==> src/rtl/rbz_spi_reg_master.sv <==
// SPI mode-0 transmitter for the raybox_zero register/vector inputs.
// One {cmd, payload} word per valid/ready handshake, shifted out MSB first.
module rbz_spi_reg_master #(
   parameter int unsigned CMD_W     = 4,
   parameter int unsigned PAYLOAD_W = 24,
   parameter int unsigned SCLK_HALF = 2,
   parameter int unsigned CSB_GAP   = 2
) (
   input  logic                           i_clk,
   input  logic                           i_reset,
   input  logic                           i_valid,
   output logic                           o_ready,
   input  logic [CMD_W-1:0]               i_cmd,
   input  logic [PAYLOAD_W-1:0]           i_data,
   input  logic [$clog2(PAYLOAD_W+1)-1:0] i_len,
   output logic                           o_busy,
   output logic                           o_done,
   output logic                           o_csb,
   output logic                           o_sclk,
   output logic                           o_mosi
);

   localparam int unsigned LEN_W   = $clog2(PAYLOAD_W + 1);
   localparam int unsigned SH_W    = CMD_W + PAYLOAD_W;
   localparam int unsigned BITS_W  = $clog2(SH_W + 1);
   localparam int unsigned CNT_MAX = (SCLK_HALF > CSB_GAP) ? SCLK_HALF : CSB_GAP;
   localparam int unsigned CNT_W   = $clog2(CNT_MAX + 1);

   localparam logic [CNT_W-1:0] HALF_LD = CNT_W'(SCLK_HALF - 1);
   localparam logic [CNT_W-1:0] GAP_LD  = CNT_W'(CSB_GAP - 1);

   typedef enum logic [2:0] {
      IDLE,
      LOW,
      HIGH,
      HOLD,
      GAP
   } state_t;

   state_t              state;
   logic [SH_W-1:0]     shreg;
   logic [BITS_W-1:0]   bits;
   logic [CNT_W-1:0]    cnt;

   logic [LEN_W-1:0]     leff_c;
   logic [LEN_W-1:0]     shamt_c;
   logic [PAYLOAD_W-1:0] payload_c;
   logic [SH_W-1:0]      frame_c;
   logic [BITS_W-1:0]    nbits_c;

   // Clamp the length and left-align the payload; bits above Leff shift out.
   always_comb begin
      leff_c    = (i_len > LEN_W'(PAYLOAD_W)) ? LEN_W'(PAYLOAD_W) : i_len;
      shamt_c   = LEN_W'(PAYLOAD_W) - leff_c;
      payload_c = i_data << shamt_c;
      frame_c   = {i_cmd, payload_c};
      nbits_c   = BITS_W'(CMD_W) + BITS_W'(leff_c);
   end

   always_ff @(posedge i_clk) begin
      if (i_reset) begin
         state   <= IDLE;
         shreg   <= '0;
         bits    <= '0;
         cnt     <= '0;
         o_ready <= 1'b1;
         o_busy  <= 1'b0;
         o_done  <= 1'b0;
         o_csb   <= 1'b1;
         o_sclk  <= 1'b0;
         o_mosi  <= 1'b0;
      end else begin
         o_done <= 1'b0;
         case (state)
            IDLE: begin
               if (i_valid) begin
                  shreg   <= frame_c;
                  bits    <= nbits_c;
                  cnt     <= HALF_LD;
                  o_csb   <= 1'b0;
                  o_mosi  <= frame_c[SH_W-1];
                  o_ready <= 1'b0;
                  o_busy  <= 1'b1;
                  state   <= LOW;
               end
            end
            LOW: begin
               if (cnt == '0) begin
                  cnt    <= HALF_LD;
                  o_sclk <= 1'b1;
                  state  <= HIGH;
               end else begin
                  cnt <= cnt - 1'b1;
               end
            end
            HIGH: begin
               if (cnt == '0) begin
                  cnt    <= HALF_LD;
                  o_sclk <= 1'b0;
                  // Next bit goes out on the same edge SCLK falls.
                  if (bits > BITS_W'(1)) begin
                     bits   <= bits - 1'b1;
                     shreg  <= shreg << 1;
                     o_mosi <= shreg[SH_W-2];
                     state  <= LOW;
                  end else begin
                     state <= HOLD;
                  end
               end else begin
                  cnt <= cnt - 1'b1;
               end
            end
            HOLD: begin
               if (cnt == '0) begin
                  cnt    <= GAP_LD;
                  o_csb  <= 1'b1;
                  o_mosi <= 1'b0;
                  state  <= GAP;
               end else begin
                  cnt <= cnt - 1'b1;
               end
            end
            GAP: begin
               if (cnt == '0) begin
                  o_done  <= 1'b1;
                  o_ready <= 1'b1;
                  o_busy  <= 1'b0;
                  state   <= IDLE;
               end else begin
                  cnt <= cnt - 1'b1;
               end
            end
            default: begin
               state   <= IDLE;
               o_ready <= 1'b1;
               o_busy  <= 1'b0;
               o_csb   <= 1'b1;
               o_sclk  <= 1'b0;
               o_mosi  <= 1'b0;
            end
         endcase
      end
   end

endmodule
==> config.mk <==
export PLATFORM = sky130hd
export DESIGN_NAME = rbz_spi_reg_master
export DESIGN_NICKNAME = d
export VERILOG_FILES = /design/src/rtl/rbz_spi_reg_master.sv
export SDC_FILE = /design/constraint.sdc
export NUM_CORES = 1
export LEC_CHECK = 0
export ABC_AREA = 1
export CAP_MARGIN = 0
export CORE_ASPECT_RATIO = 0.8
export CORE_MARGIN = 2
export CORE_UTILIZATION = 34
export CTS_CLUSTER_DIAMETER = 50
export DETAILED_ROUTE_END_ITERATION = 10
export PLACE_DENSITY = 0.51
export REMOVE_ABC_BUFFERS = 1
export SLEW_MARGIN = 20
export SYNTH_ARGS = -nofsm -noshare
export SYNTH_HDL_FRONTEND = slang
export SYNTH_SLANG_ARGS = --single-unit
==> constraint.sdc <==
create_clock -name i_clk -period 4.7 [get_ports i_clk]
set_clock_uncertainty 0.1 [all_clocks]
set_input_delay 0.705 -clock i_clk [delete_from_list [all_inputs] [get_ports i_clk]]
set_output_delay 0.705 -clock i_clk [all_outputs]
set_load 0.05 [all_outputs]
### Word-level counts from Yosys, hierarchy flattened

Index checks and enable logic that the tools add are counted.

* register bits: 43
* latch bits: 0
* RAM bits: 0
* memory bits (read-only): 0
* input bits: 36
* logic and storage cells: 82
* memories kept: 0

* add/subtract/negate cells: 4
* multiply operators: 0
* divide/modulo/power cells: 0
* order comparisons: 2
* equality and inequality tests: 11
* shift operators: 1
* muxes and demuxes: 33
* bitwise gates (word level): 5
* reduce and logical (&&, ||, !) cells: 16

Operator list (number)
* 2-to-1 mux 27 bit: 3
* one-hot mux 27 bit (2 select lines): 1
* left shift 24 x 5 -> 24 bit: 1
* 2-to-1 mux 5 bit: 4
* 2-to-1 mux 3 bit: 5
* one-hot mux 3 bit (5 select lines): 1
* inequality test 2 bit (second input constant): 7
* one-hot mux 1 bit (3 select lines): 4
* AND reduction 3 bit: 4
* one-hot mux 5 bit (2 select lines): 1
* AND reduction 5 bit: 2
* OR reduction 3 bit: 3
* 2-to-1 mux 1 bit: 8
* 2-to-1 mux 2 bit: 4
* == test 3 x 2 -> 1 bit (second input constant): 2
* one-hot mux 2 bit (3 select lines): 1
* adder 3 x 5 -> 5 bit (first input constant): 1
* greater-than comparator 5 x 1 -> 1 bit (second input constant): 1
* greater-than comparator 5 bit (second input constant): 1
* inverter 1 bit: 5
* subtractor 5 x 1 -> 5 bit (second input constant): 1
* subtractor 5 bit (first input constant): 1
* one-hot mux 1 bit (4 select lines): 1
* AND reduction 4 bit: 1
* other kinds (8): 9

### Longest topological paths before layout

* depth in word-level cells: 6
* gate-level depth with buffers: 14
* gate-level depth less buffers: 12

### Worst setup path after synthesis

Ideal clock, no wire load.

* kind: input to register
* start point: input port i_len[3]
* end point: register shreg[18]
* arrival time: 2.556 ns
* data required time: 4.530 ns
* setup slack: 1.975 ns
* stages on the path: 12
* path buffers: 2
* cells stage by stage: nand2_2 clkbuf_1 nand2_1 ha_1 inv_1 buf_1 nand3_1 nand2_1 nand2_1 o21ai_0 nand3_1 a21oi_1

* cells in the longest elaborated chain, start to end: 6

RTL lines
* from (decl): RTL line 15 `input logic [$clog2(PAYLOAD_W+1)-1:0] i_len,`
* greater-than comparator 5 bit: RTL line 53 `leff_c = (i_len > LEN_W'(PAYLOAD_W)) ? LEN_W'(PAYLOAD_W) : i_len;`
* 2-to-1 mux 5 bit *: RTL line 53
* subtractor 5 bit *: RTL line 54 `shamt_c = LEN_W'(PAYLOAD_W) - leff_c;`
* left shift 24 x 5 -> 24 bit *: RTL line 55 `payload_c = i_data << shamt_c;`
* 2-to-1 mux 27 bit *: RTL line 76 `if (i_valid) begin`
* one-hot mux 27 bit (2 select lines) *: RTL line 74 `case (state)`
* to (signal assigned): RTL line 77 `shreg <= frame_c;`
* to (signal assigned): RTL line 103 `shreg <= shreg << 1;`
* to (decl): RTL line 41 `logic [SH_W-1:0] shreg;`

Mark *: on every way between the ends. The rest lies on a longest branch, timed or not. The select of a mux whose other input is x is not followed.
A chain may end at the register's enable or synchronous reset.

### Final worst setup path

* start point: input port i_len[4]
* end point: register shreg[16]

Same word-level chain as after synthesis.

==> run metrics <==
HPWL Detailed=7240 µm; outcome=complete, no violations; Post-Route WL=9930 µm; vias in the first global route=3440; GR Layer Usage met2=26.3%; H-tree levels=2; data required time of the critical path=4810 ps; crit start category=input pin; DRC=0; DR WL/cell=13.7 µm; cell with the largest stage delay on the worst path=inv_1; Pwr Density=513 nW/µm²; Via density=5.28; Tot GR Track Use=19.2%; CP Cell Sequence=clkdlybuf4s50_1 -> nand2_2 -> nand2_1 -> ha_1 -> buf_4 -> inv_1 -> nand3_1 -> nor2_1 -> nand2_1 -> nand2_1 -> nand3_1 -> a21oi_1; Mapped Avg Cell Area=5.95 µm²; Tot Pwr=2.04 mW; Routed Antenna Nets=0; Post-CTS Setup Bufs=0; Hold Startpoint=shreg[26]; post-route cell area=3980 µm²; met1 GRT Util=30.3%; first-pass GRT wire length=16700 µm; Slew Limit Fails=0; post-CTS sizing=0; Mapped Cells=568; total leakage power=1.82 nW; Hold WS=350 ps; Mapped Area=3380 µm²; register bit total from synthesis=43; Setup-failing EPs final=0; Post-DP Area=3820 µm²; unrepaired setup endpoints after global routing=false; Critical Setup Path Class=in -> reg; worst-path fanout max=27; Die W=115 µm; Starting Density=35.0%; input/output buffers=41; share of post-route cells with drive strength above 1=4.60%; Max Cap Violations=0; first-pass iteration count of the detailed router=5; post-route setup TNS=0 ps; slew of the pin with the lowest slew margin=1000 ps; sequential fraction of the synthesis area=25.5%; Critical path origin=i_len[4]; slew margin rel.=32.8%; Peak VDD IR=0.238 mV; Die Ht=93.2 µm; Min-Delay Path Class=reg -> reg; clk_lat worst skew=280 ps; final hold violation count=0; f_max=274 MHz; Top cell by count, worst path=nand2_1; Starting DRT DRC Count=276; Arr. time, crit path=3760 ps; worst path buffer plus inverter count=3; I/O Pins=42; Synth warnings=0; CTS Buf Count=5; clock root cell=clkbuf_16; Netlist cell types=37; CTS sink cnt=43; largest net degree at the start of global routing=38; fin crit share=77.5%; core area=9650 µm²; DR vias=3817; initial antenna violation count=0; Layout Nets=627; Antenna Cells=0; Overflow after GRT=0; gr busiest metal=met1; hold_buf cts=0; met3 Resource Use GR=3.89%; final RePlAce weighted congestion=0.856; maximum clock path buffer count=2; Top Family by Delay on Critical Path=simple AND/OR/NAND/NOR gates; CP peak stage delay=570 ps; die area=10800 µm²; Critical R2R Launch=state[2]; Area Overhead vs Synth=17.6%; post-layout min period=3640 ps; Reg clk slew, reported paths=60 ps; Rows=32; fill count=1089; CTS tree=built; kind of end point of the critical path=flop
==> cell families after synthesis <==
kind of cell / count (synthesis) / synth area share (%)
flops: 43 / 25.5
xor+xnor: 2 / 0.518
simple gates: 304 / 41.0
buf+inv: 93 / 11.8
compound gates: 121 / 19.3
fa+ha+maj: 5 / 1.85
==> sequential cells by signal, indices dropped and copies added, names as in the netlist <==
| register | count |
|---|---|
| o_ready | 1 |
| o_csb | 1 |
| shreg | 27 |
| o_busy | 1 |
| cnt | 2 |
| o_mosi | 1 |
| o_done | 1 |
| state | 3 |
| bits | 5 |
| o_sclk | 1 |
==> power by group <==
| group | internal, mW | switching (mW) | leakage [nW] | total (mW) |
|---|---|---|---|---|
| clock | 0.226 | 0.138 | 0.0772 | 0.364 |
| sequential | 0.489 | 0.0672 | 0.356 | 0.557 |
| combinational | 0.362 | 0.756 | 1.39 | 1.12 |
| total | 1.08 | 0.961 | 1.82 | 2.04 |
==> layout by cell type (no fill, tap or decap), drive strengths merged, types with 2 or more instances in the layout <==
cell	synthesis	routed
nand3	143	143
nand2	125	125
a21oi	59	59
inv	56	56
o21ai	49	49
dfxtp	43	43
clkdlybuf4s50	0	41
nor2	21	21
nand4	8	8
clkbuf	13	8
o211ai	5	5
ha	5	5
buf	22	5
nor3	4	4
clkinv	2	2
o211a	2	2
==> cell usage after synthesis, drive strengths merged <==
| master | instances | share of area, % |
|---|---|---|
| nand3b | 1 | 0.22 |
| a311oi | 1 | 0.26 |
| nand3 | 143 | 21 |
| o21ai | 49 | 7.4 |
| a41oi | 1 | 0.26 |
| nor2 | 21 | 2.4 |
| clkinv | 2 | 0.22 |
| inv | 56 | 6.3 |
| nand4 | 8 | 1.5 |
| a211oi | 1 | 0.22 |
| a21oi | 59 | 8.8 |
| o211a | 2 | 0.59 |
| xor2 | 1 | 0.26 |
| nand2 | 125 | 15 |
| dfxtp | 43 | 25 |
| nor3 | 4 | 0.59 |
| xnor2 | 1 | 0.26 |
| buf | 22 | 3.9 |
| ha | 5 | 1.9 |
| o32ai | 1 | 0.26 |
| o211ai | 5 | 1.1 |
| or2 | 1 | 0.19 |
| nor4 | 1 | 0.19 |
| o21a | 1 | 0.22 |
| a31oi | 1 | 0.19 |
| clkbuf | 13 | 1.4 |
==> worst register-to-register path, cell delays in order, from the launching register on <==
cell and delay [ps]:
dfxtp_1 350, inv_1 200, nand3_1 690, o21ai_2 460
a21oi_2 90, nand2_4 370, inv_4 220, o21ai_0 240
a21oi_1 60
==> layer usage <==
| metal | vias up | routed length, µm |
|---|---|---|
| li1 | 1971 | - |
| met3 | 7 | 482 |
| met5 | - | 0 |
| met2 | 91 | 4070 |
| met1 | 1748 | 5310 |
| met4 | 0 | 65 |
==> cell type report <==
cell class,count,area (µm²),share of cell area [%]
well taps,136,170,4.28
inverters,58,220,5.54
repair buffers,46,448,11.3
multi-input cells,432,2120,53.3
flip-flops and latches,43,861,21.7
clock buffers,8,156,3.93
==> final timing paths <==
path | end | slack [ps] | cells past startpoint
max | shreg[16] | 1060 | 12
min | shreg[26] | 350 | 2
max reg2reg | shreg[7] | 1820 | 8
min reg2reg | shreg[26] | 350 | 2
==> through the flow <==
| stage | util (%) | instances | setup slack [ps] |
|---|---|---|---|
| floorplan | - | 533 | 1510 |
| global placement | 39.6 | 715 | 857 |
| detailed placement | 39.6 | 715 | 829 |
| CTS | 41.2 | 723 | 1110 |
| global route | 41.2 | 723 | 727 |
| finish | 41.2 | 723 | 1060 |
No activity file was read; power rests on OpenSTA's default activity.
